$ cat config.mk
export PLATFORM = sky130hd
export DESIGN_NAME = burst_sequencer
export DESIGN_NICKNAME = d
export VERILOG_FILES = /design/src/rtl/burst_sequencer.sv
export SDC_FILE = /design/constraint.sdc
export NUM_CORES = 1
export LEC_CHECK = 0
export BUFFER_PORTS_ARGS = -buffer_cell sky130_fd_sc_hd__buf_2
export CAP_MARGIN = 30
export CORE_AREA = 2 2 438 440
export DETAILED_ROUTE_END_ITERATION = 8
export DIE_AREA = 0 0 440 442
export GPL_TIMING_DRIVEN = 0
export PLACE_DENSITY = 0.5
export RECOVER_POWER = 100
export SLEW_MARGIN = 0
export SYNTH_ARGS = -nofsm -noshare
export SYNTH_HDL_FRONTEND = slang
export SYNTH_SLANG_ARGS = --single-unit
$ cat constraint.sdc
create_clock -name CLK -period 15.3 [get_ports CLK]
set_input_delay 1.53 -clock CLK [delete_from_list [all_inputs] [get_ports CLK]]
set_output_delay 1.53 -clock CLK [all_outputs]
set_load 0.02 [all_outputs]
$ cat src/rtl/burst_sequencer.sv
// Timed burst sequencer: queues burst commands and, at each command's start
// time, drives the radiate/receive interval train and the DDS start/enable.
//
// Ports:
//   CLK, rst_n         clock, async active-low reset
//   TIME, TIME_UPDATE  system time and its re-set pulse (flushes everything)
//   ABORT              stop the running burst, keep the queue
//   CMD_*              command write port (CMD_WR strobes the fields in)
//   CMD_COUNT/FULL/ERR queue fill level, full flag, rejected-write pulse
//   LATE, DONE, BUSY   dropped-command pulse, burst-complete pulse, not idle
//   En_Iz, En_Pr       radiate / receive enables
//   DDS_start, DDS_EN  DDS program pulse and output enable
//   PULSE_IDX          index of the pulse being generated
module burst_sequencer #(
  parameter int TW    = 64,
  parameter int IW    = 32,
  parameter int NW    = 16,
  parameter int DEPTH = 4
) (
  input  logic                   CLK,
  input  logic                   rst_n,
  input  logic [TW-1:0]          TIME,
  input  logic                   TIME_UPDATE,
  input  logic                   ABORT,
  input  logic                   CMD_WR,
  input  logic [TW-1:0]          CMD_TIME_START,
  input  logic [NW-1:0]          CMD_N_impuls,
  input  logic [1:0]             CMD_TYPE,
  input  logic [IW-1:0]          CMD_Ti,
  input  logic [IW-1:0]          CMD_Tblank1,
  input  logic [IW-1:0]          CMD_Tp,
  input  logic [IW-1:0]          CMD_Tblank2,
  output logic [$clog2(DEPTH):0] CMD_COUNT,
  output logic                   CMD_FULL,
  output logic                   CMD_ERR,
  output logic                   LATE,
  output logic                   BUSY,
  output logic                   En_Iz,
  output logic                   En_Pr,
  output logic                   DDS_start,
  output logic                   DDS_EN,
  output logic [NW-1:0]          PULSE_IDX,
  output logic                   DONE
);

  localparam int AW = $clog2(DEPTH);
  localparam int CW = AW + 1;
  localparam logic [IW-1:0] IONE = 1;
  localparam logic [NW-1:0] NONE = 1;

  typedef struct packed {
    logic [TW-1:0] st;
    logic [NW-1:0] n;
    logic [1:0]    typ;
    logic [IW-1:0] ti;
    logic [IW-1:0] tb1;
    logic [IW-1:0] tp;
    logic [IW-1:0] tb2;
  } cmd_t;

  typedef enum logic [2:0] {
    S_IDLE, S_WAIT, S_IZ, S_BL1, S_PR, S_BL2
  } state_t;

  cmd_t          mem_q [DEPTH];
  logic [AW-1:0] wp_q, wp_d, rp_q, rp_d;
  logic [CW-1:0] cnt_q, cnt_d;
  state_t        state_q, state_d;
  logic [IW-1:0] tmr_q, tmr_d;
  logic [NW-1:0] idx_q, idx_d;
  cmd_t          cur_q, cur_d;

  logic full, bad, push, pop, kill;
  logic fire, first, last, burst_d;
  logic late_d, done_d, err_d, start_d, en_d;

  assign full = cnt_q == CW'(DEPTH);
  assign bad  = CMD_TYPE == 2'd3 || CMD_Ti == '0 ||
                CMD_Tp == '0 ||
                (CMD_TYPE != 2'd2 && CMD_N_impuls == '0);
  assign push = CMD_WR && !TIME_UPDATE && !full && !bad;
  assign err_d = CMD_WR && !TIME_UPDATE && (full || bad);
  assign pop  = state_q == S_IDLE && cnt_q != '0 &&
                !TIME_UPDATE;
  assign kill = TIME_UPDATE ||
                (ABORT && state_q != S_IDLE &&
                 state_q != S_WAIT);

  always_comb begin
    cnt_d = cnt_q + CW'(push) - CW'(pop);
    wp_d  = push ? wp_q + 1'b1 : wp_q;
    rp_d  = pop ? rp_q + 1'b1 : rp_q;
    if (TIME_UPDATE) begin
      cnt_d = '0;
      wp_d  = '0;
      rp_d  = '0;
    end
  end

  always_comb begin
    state_d = state_q;
    tmr_d   = tmr_q;
    idx_d   = idx_q;
    cur_d   = cur_q;
    late_d  = 1'b0;
    done_d  = 1'b0;
    fire    = 1'b0;
    first   = 1'b0;
    last    = 1'b0;
    unique case (state_q)
      S_IDLE: if (pop) begin
        cur_d   = mem_q[rp_q];
        idx_d   = '0;
        state_d = S_WAIT;
      end
      S_WAIT: if (TIME == cur_q.st) begin
        state_d = S_IZ;
        tmr_d   = cur_q.ti - IONE;
        fire    = 1'b1;
        first   = 1'b1;
      end else if (TIME > cur_q.st) begin
        late_d  = 1'b1;
        state_d = S_IDLE;
      end
      S_IZ: if (tmr_q != '0) begin
        tmr_d = tmr_q - IONE;
      end else if (cur_q.tb1 != '0) begin
        state_d = S_BL1;
        tmr_d   = cur_q.tb1 - IONE;
      end else begin
        state_d = S_PR;
        tmr_d   = cur_q.tp - IONE;
      end
      S_BL1: if (tmr_q != '0) begin
        tmr_d = tmr_q - IONE;
      end else begin
        state_d = S_PR;
        tmr_d   = cur_q.tp - IONE;
      end
      S_PR: if (tmr_q != '0) begin
        tmr_d = tmr_q - IONE;
      end else if (cur_q.tb2 != '0) begin
        state_d = S_BL2;
        tmr_d   = cur_q.tb2 - IONE;
      end else begin
        last = 1'b1;
      end
      S_BL2: if (tmr_q != '0) begin
        tmr_d = tmr_q - IONE;
      end else begin
        last = 1'b1;
      end
      default: state_d = S_IDLE;
    endcase
    // continuous bursts ignore N and let the index wrap
    if (last) begin
      if (cur_q.typ == 2'd2 || idx_q < cur_q.n - NONE) begin
        idx_d   = idx_q + NONE;
        state_d = S_IZ;
        tmr_d   = cur_q.ti - IONE;
        fire    = 1'b1;
      end else begin
        done_d  = 1'b1;
        idx_d   = '0;
        state_d = S_IDLE;
      end
    end
    if (kill) begin
      state_d = S_IDLE;
      idx_d   = '0;
      late_d  = 1'b0;
      done_d  = 1'b0;
      fire    = 1'b0;
    end
  end

  assign burst_d = state_d != S_IDLE && state_d != S_WAIT;
  assign en_d    = cur_d.typ == 2'd0 ? state_d == S_IZ
                                     : burst_d;
  // coherent/continuous program the DDS once per burst
  assign start_d = fire && (cur_q.typ == 2'd0 || first);

  always_ff @(posedge CLK) begin
    if (push) begin
      mem_q[wp_q] <= '{st: CMD_TIME_START, n: CMD_N_impuls,
                       typ: CMD_TYPE, ti: CMD_Ti,
                       tb1: CMD_Tblank1, tp: CMD_Tp,
                       tb2: CMD_Tblank2};
    end
  end

  always_ff @(posedge CLK or negedge rst_n) begin
    if (!rst_n) begin
      wp_q      <= '0;
      rp_q      <= '0;
      cnt_q     <= '0;
      state_q   <= S_IDLE;
      tmr_q     <= '0;
      idx_q     <= '0;
      cur_q     <= '0;
      CMD_FULL  <= 1'b0;
      CMD_ERR   <= 1'b0;
      LATE      <= 1'b0;
      BUSY      <= 1'b0;
      En_Iz     <= 1'b0;
      En_Pr     <= 1'b0;
      DDS_start <= 1'b0;
      DDS_EN    <= 1'b0;
      DONE      <= 1'b0;
    end else begin
      wp_q      <= wp_d;
      rp_q      <= rp_d;
      cnt_q     <= cnt_d;
      state_q   <= state_d;
      tmr_q     <= tmr_d;
      idx_q     <= idx_d;
      cur_q     <= cur_d;
      CMD_FULL  <= cnt_d == CW'(DEPTH);
      CMD_ERR   <= err_d;
      LATE      <= late_d;
      BUSY      <= state_d != S_IDLE;
      En_Iz     <= state_d == S_IZ;
      En_Pr     <= state_d == S_PR;
      DDS_start <= start_d;
      DDS_EN    <= en_d;
      DONE      <= done_d;
    end
  end

  assign CMD_COUNT = cnt_q;
  assign PULSE_IDX = idx_q;

endmodule

=== After elaboration in Yosys (flattened, before gate mapping) ===
Memory sizes are Yosys's and may differ from the RTL's.
Cells that the tools add are included.

* Bits in registers: 277
* RAM bits: 840
* Output and inout bits: 28
* Word-level logic and storage cells: 143
* Memories: 1

{| class="wikitable"
|+ Memories
! name !! depth !! bits a word !! rd ports !! clocked after Yosys merged registers in !! wr ports !! RTL line !! RTL
|-
| mem_q || 4 || 210 || 1 || 0 || 1 || 65 || <nowiki>cmd_t mem_q [DEPTH];</nowiki>
|}

* Add/sub/neg operators: 11
* Magnitude comparators: 2
* Equal/unequal tests: 15
* Multiplexer cells: 53
* Reduce and logical (&&, ||, !) cells: 39

{| class="wikitable"
|+ Operator list
! kind !! number
|-
| two-way mux 32 bit || 9
|-
| two-way mux 130 bit || 2
|-
| one-hot mux 32 bit (5 select lines) || 1
|-
| subtractor 32 x 1 -> 32 bit, second input constant || 5
|-
| nonzero test 32 bit || 3
|-
| two-way mux 16 bit || 5
|-
| equality test 64 bit || 1
|-
| > comparator 64 bit || 1
|-
| logical NOT 32 bit || 2
|-
| two-way mux 3 bit || 11
|-
| two-way mux 1 bit || 18
|-
| one-hot mux 3 bit (6 select lines) || 1
|-
| adder 16 x 1 -> 16 bit, second input constant || 1
|-
| logical NOT 16 bit || 1
|-
| less-than comparator 16 bit || 1
|-
| subtractor 16 x 1 -> 16 bit, second input constant || 1
|-
| equality test 3 bit, second input constant || 5
|-
| nonzero test 3 bit || 5
|-
| logical AND 1 bit || 11
|-
| two-way mux 2 bit || 5
|-
| equality test 3 x 2 -> 1 bit, second input constant || 3
|-
| logical OR 1 bit || 7
|-
| != test 3 x 1 -> 1 bit, second input constant || 2
|-
| adder 2 x 1 -> 2 bit, second input constant || 2
|-
| other kinds (11) || 17
|}

=== Depth between registers and ports, before layout ===
* Word-level depth: 10
* Gate-level depth with buffers: 16

=== Worst setup path before layout ===
No wires, ideal clock.

* Kind: input to register
* From: input port CMD_TYPE[1]
* To: memory mem_q[0][0] in the netlist's numbering (enable)
* Library setup time: 0.597 ns
* Arrival: 7.097 ns
* Data required time: 14.703 ns
* Setup slack: 7.606 ns
* Stages: 6
* Path buffers: 1
* Cell sequence: a22oi_1 o21ai_0 nor2_1 and3b_1 clkbuf_1 and2_1

* Longest elaborated chain between the ends: 8

{| class="wikitable"
|+ RTL lines
! element !! RTL line !! RTL
|-
| start: declaration || 28 || <nowiki>input logic [1:0] CMD_TYPE,</nowiki>
|-
| equality test 2 bit || 78 || <nowiki>assign bad = CMD_TYPE == 2'd3 || CMD_Ti == '0 ||</nowiki>
|-
| logical OR 1 bit (2 in series) || 78 ||
|-
| logical OR 1 bit (*) || 79 || <nowiki>CMD_Tp == '0 ||</nowiki>
|-
| logical NOT 1 bit (*) || 81 || <nowiki>assign push = CMD_WR && !TIME_UPDATE && !full && !bad;</nowiki>
|-
| logical AND 1 bit (*) || 81 ||
|-
| two-way mux 1 bit (*) || 184 || <nowiki>if (push) begin</nowiki>
|-
| two-way mux 1 bit (implied by the code) (*) || 185 || <nowiki>mem_q[wp_q] <= '{st: CMD_TIME_START, n: CMD_N_impuls,</nowiki>
|-
| end: declaration || 65 ||
|}

Every way passes the cells marked *; elsewhere a longest branch is shown, timed or not.

=== Worst setup path in the final report ===
* From: input port CMD_Tp[30]
* To: memory mem_q[3][188] in the netlist's numbering (enable)

* Longest elaborated chain between the ends: 7

{| class="wikitable"
|+ RTL lines
! element !! RTL line !! RTL
|-
| start: declaration || 31 || <nowiki>input logic [IW-1:0] CMD_Tp,</nowiki>
|-
| logical NOT 32 bit || 79 ||
|-
| logical OR 1 bit || 78 ||
|-
| logical OR 1 bit || 79 ||
|-
| logical NOT 1 bit || 81 ||
|-
| logical AND 1 bit || 81 ||
|-
| two-way mux 1 bit || 184 ||
|-
| two-way mux 1 bit (implied by the code) || 185 ||
|}

Every way passes these cells.

==> results list <==
- By instance count, the leading cell after synthesis is sky130_fd_sc_hd__edfxtp_1.
* Number of design-rule violations left by the first detailed-router iteration: around 1900
- TritonCTS created 130 clock buffers.
- PwrDens: approximately 170 nW/um2
- The later pin in the worst-skew pair is clocked with a latency of 0.78 ns.
- Slew Limit Headroom: -272.7%
- The number of antenna violations at the first check in global routing was 64.
- # nets final: about 3800
- At the placement stage, the worst setup path has a slack of between 9 and 10 ns.
- Number of rows created at floorplan: between 150 and 200
- After detailed routing, the number of remaining DRC violations is 0.
- The tree is rooted in a sky130_fd_sc_hd__clkbuf_16.
* Dominant cells by area after synthesis: sky130_fd_sc_hd__edfxtp_1, sky130_fd_sc_hd__dfrtp_1, sky130_fd_sc_hd__mux4_2
* Fin Clk Skew: about 0.033 ns
* Initial standard-cell utilization of the core: 24.84%
- Counting every sink on the clock net gives approximately 1100.
- In this run the vertical extent of the chip is 442 um.
- Area fraction of the dominant cell type after synthesis: between 50% and 60%
- The number of failing hold endpoints at the final stage came to 0.
- Ranked by instance count, the synthesized netlist is headed by sky130_fd_sc_hd__edfxtp_1, sky130_fd_sc_hd__dfrtp_1, sky130_fd_sc_hd__mux4_2.
- For this run, global-route usage on met3 was measured as 3.525%.
- Tcrit/Tclk final: slightly above 60%
- Residual overflow from global routing: 0
- Core utilization of the finished layout: about 30%
- Worst vdd ir: between 0.1 and 0.15 mV
- Share of async-settable or async-resettable flops after synthesis: about 25%
* Lkg Pwr: 18.48 nW
* Clock-pin transition on the worst setup and hold timing paths: approximately 0.06 ns
- In this run the worst hold path is classified as reg -> reg.
- Status: complete, but fails checks
- Number of maximum-capacitance constraint violations: 27
- Bufs on Longest Clock Path: 3
- Global routing consumed, over all layers together, 14.17% of the routing resources.
- Via count: approximately 27000
- Hold path start: tmr_q[23]
* Number of setup violations in the final report: 0
- Core region area: 189600 um2
- The endpoint identified for the worst register-to-register timing path is mem_q[3][188].
- In the post-route analysis, the smallest setup slack over all paths is around 6.0 ns.
- Routability cong.: 0.9122
- M1 GR Usage: approximately 17%
- Initial DRT Pass Iterations: 6
- The Yosys step of the flow raised 0 warnings.
* Number of levels the H-tree was split into: 4
* Growth of design area from synthesis to finish: 19.29%
* Number of fill cells: between 15000 and 20000
- For this run, the register share of the synthesized area comes to approximately two thirds.
- Vias per std cell: 4.569
* Hold path endpoint: tmr_q[23]
- Synthesized cell area: approximately 47000 um2
* Vias in the first global route: about 28000
- Slew of the pin with the lowest slew margin: ~5.6 ns
* Depth of the most critical reg-to-reg path: 10
- Number of synthesized flops with an enable pin: 840
- Including well taps, the total number of placed cells is about 5800.
- The number of gates resized after CTS was 0.
- Critical path startpoint category: input port
- In this run the worst path has a maximum fanout of 34.
- STA classifies the critical path endpoint as a register.
* Post-Synthesis Net Count: approximately 3300
- Entering global routing, the biggest net connects between 100 and 150 pins.
- Final Non-Filler Cells: about 6000
- For this run, the top clock speed supported by timing is ~110 MHz.
* I/O Pins: 307
- Type of the setup path with the least slack: in -> reg
* Worst r2r src: CMD_COUNT[1]
- CTS tree: yes
* Clock period minus final worst setup slack: roughly 9.3 ns
- Synthesized netlist cell count: around 2900
* Post-CTS Setup Inserts: 0
* Number of cells on the worst hold path: 1
- Synthesis inferred ~1100 register bits.
- Largest area contributor in the synthesized netlist: sky130_fd_sc_hd__edfxtp_1
- Count of antenna-violating nets left after detailed routing: 0
- First-pass GRT wire length: roughly 200 mm
* Met2 usage: 24.69%
* Post-Route WL: between 100 and 150 mm
- Drt wl/cell: 23.09 um
* Count of different cell masters after synthesis: 77
* Critical path required time: about 16 ns
- Share of post-route cells with drive strength above 1: between 10% and 20%
- The floorplan step defined a die boundary enclosing about 190000 um2.
* Unrepaired setup endpoints after global routing: no
* Mean Syn Cell Area: approximately 16 um2
* Most Crowded Layer GR: met2
- Final sum of negative setup slack: 0 ns
- Worst reg-to-reg setup slack: about 7.1 ns
- Cts hold-fix bufs: 0
- Min Hold Slack: roughly 0.53 ns
- Hpwl dp: a little over 100 mm
* Max-slew violation count: about 1100
* # port buffers: between 300 and 400
- The floorplan step set the die width to ~440 um.
- Data on the critical path arrives at its endpoint at just under 10 ns.
- Top_reg_cell synth: sky130_fd_sc_hd__edfxtp_1
- The final reports fail on capacitance limit, slew limit.
## metal layers
layer | up-vias | wire [um]
li1 | 12410 | -
met1 | 14060 | 57650
met2 | 684 | 70330
met3 | 286 | 6882
met4 | 60 | 3679
met5 | - | 369
## area by class of cell
type                    count  area (um2)  area share [%]
diodes                      7       17.52         0.03118
plain buffers             113       435.4          0.7751
clock buffers             180        3593           6.397
clock inverters            59       703.2           1.252
inverters                  99       372.9          0.6637
multi-input cells        1577       14110           25.12
flip-flops and latches   1117       32160           57.24
well taps                2511        3142           5.593
repair buffers            354        1647           2.931
## registers in the layout, indices dropped and copies added, names as in the netlist, 2 cells and up
signal,cells
wp_q,2
rp_q,2
mem_q,840
PULSE_IDX,16
cur_q,210
state_q,3
tmr_q,32
CMD_COUNT,3
## worst max-delay path by stage
stage	to	slack (ns)	cells past startpoint	startpoint
2_1_floorplan	mem_q[0][0]	7.61	6	CMD_TYPE[1]
3_3_place_gp	mem_q[1][78]	1.77	8	CMD_Tp[30]
3_5_place_dp	CMD_FULL	9.12	15	state_q[1]
4_1_cts	CMD_FULL	9.05	15	state_q[1]
5_1_grt	mem_q[3][167]	5.16	11	CMD_Tp[30]
6_report	mem_q[3][188]	5.99	11	CMD_Tp[30]
## cells by family (layout without fill, tap and decap cells)
kind of cell | count (synthesis) | in the layout | synth area share [%]
simple gates | 617 | 617 | 6.570
other cells | 0 | 7 | 0
flops | 1117 | 1117 | 68.28
buf+inv | 212 | 805 | 1.756
mux | 349 | 349 | 13.36
compound gates | 381 | 381 | 4.976
fa+ha+maj | 96 | 96 | 2.566
xor+xnor | 134 | 134 | 2.492
## worst max-delay path: stages
cell and delay, ns:
sky130_fd_sc_hd__clkbuf_1 0.25, sky130_fd_sc_hd__nor4_1 0.10, sky130_fd_sc_hd__nand4_1 0.41, sky130_fd_sc_hd__o22ai_1 0.26, sky130_fd_sc_hd__nor2_1 0.21, sky130_fd_sc_hd__and3b_1 0.18, sky130_fd_sc_hd__clkbuf_1 0.24, sky130_fd_sc_hd__and2_0 1.52
sky130_fd_sc_hd__clkbuf_1 1.51, sky130_fd_sc_hd__clkbuf_1 1.77, sky130_fd_sc_hd__clkbuf_1 1.54
## power by group
group / total [mW] / switching [mW] / internal (mW)
Sequential: 4.03 / 0.355 / 3.68
Combinational: 2.22 / 1.21 / 1.01
Clock: 3.12 / 1.26 / 1.86
Total: 9.37 / 2.83 / 6.54
## placed cells by master (no fill, tap or decap), types with 44 or more instances in the layout
master	Yosys	final
sky130_fd_sc_hd__mux2_2	136	136
sky130_fd_sc_hd__dfrtp_1	277	277
sky130_fd_sc_hd__inv_1	98	98
sky130_fd_sc_hd__clkbuf_16	0	132
sky130_fd_sc_hd__edfxtp_1	840	840
sky130_fd_sc_hd__xnor2_1	90	90
sky130_fd_sc_hd__o21ai_0	128	139
sky130_fd_sc_hd__nor3_1	66	66
sky130_fd_sc_hd__nor4_1	65	64
sky130_fd_sc_hd__nor2_1	123	123
sky130_fd_sc_hd__buf_2	6	70
sky130_fd_sc_hd__a21oi_1	72	72
sky130_fd_sc_hd__mux4_2	210	210
sky130_fd_sc_hd__xor2_1	44	44
sky130_fd_sc_hd__clkbuf_1	83	392
sky130_fd_sc_hd__nand2_1	174	174
sky130_fd_sc_hd__ha_1	95	95
## per-stage QoR
stage / cell area (um2) / power (mW)
global route: 56170 / 9.864
floorplan: 47090 / 5.457
CTS: 57000 / 9.563
global placement: 51770 / 6.331
detailed placement: 52700 / 6.388
finish: 56180 / 9.367
Note: power is estimated with default switching activity, not from simulation.
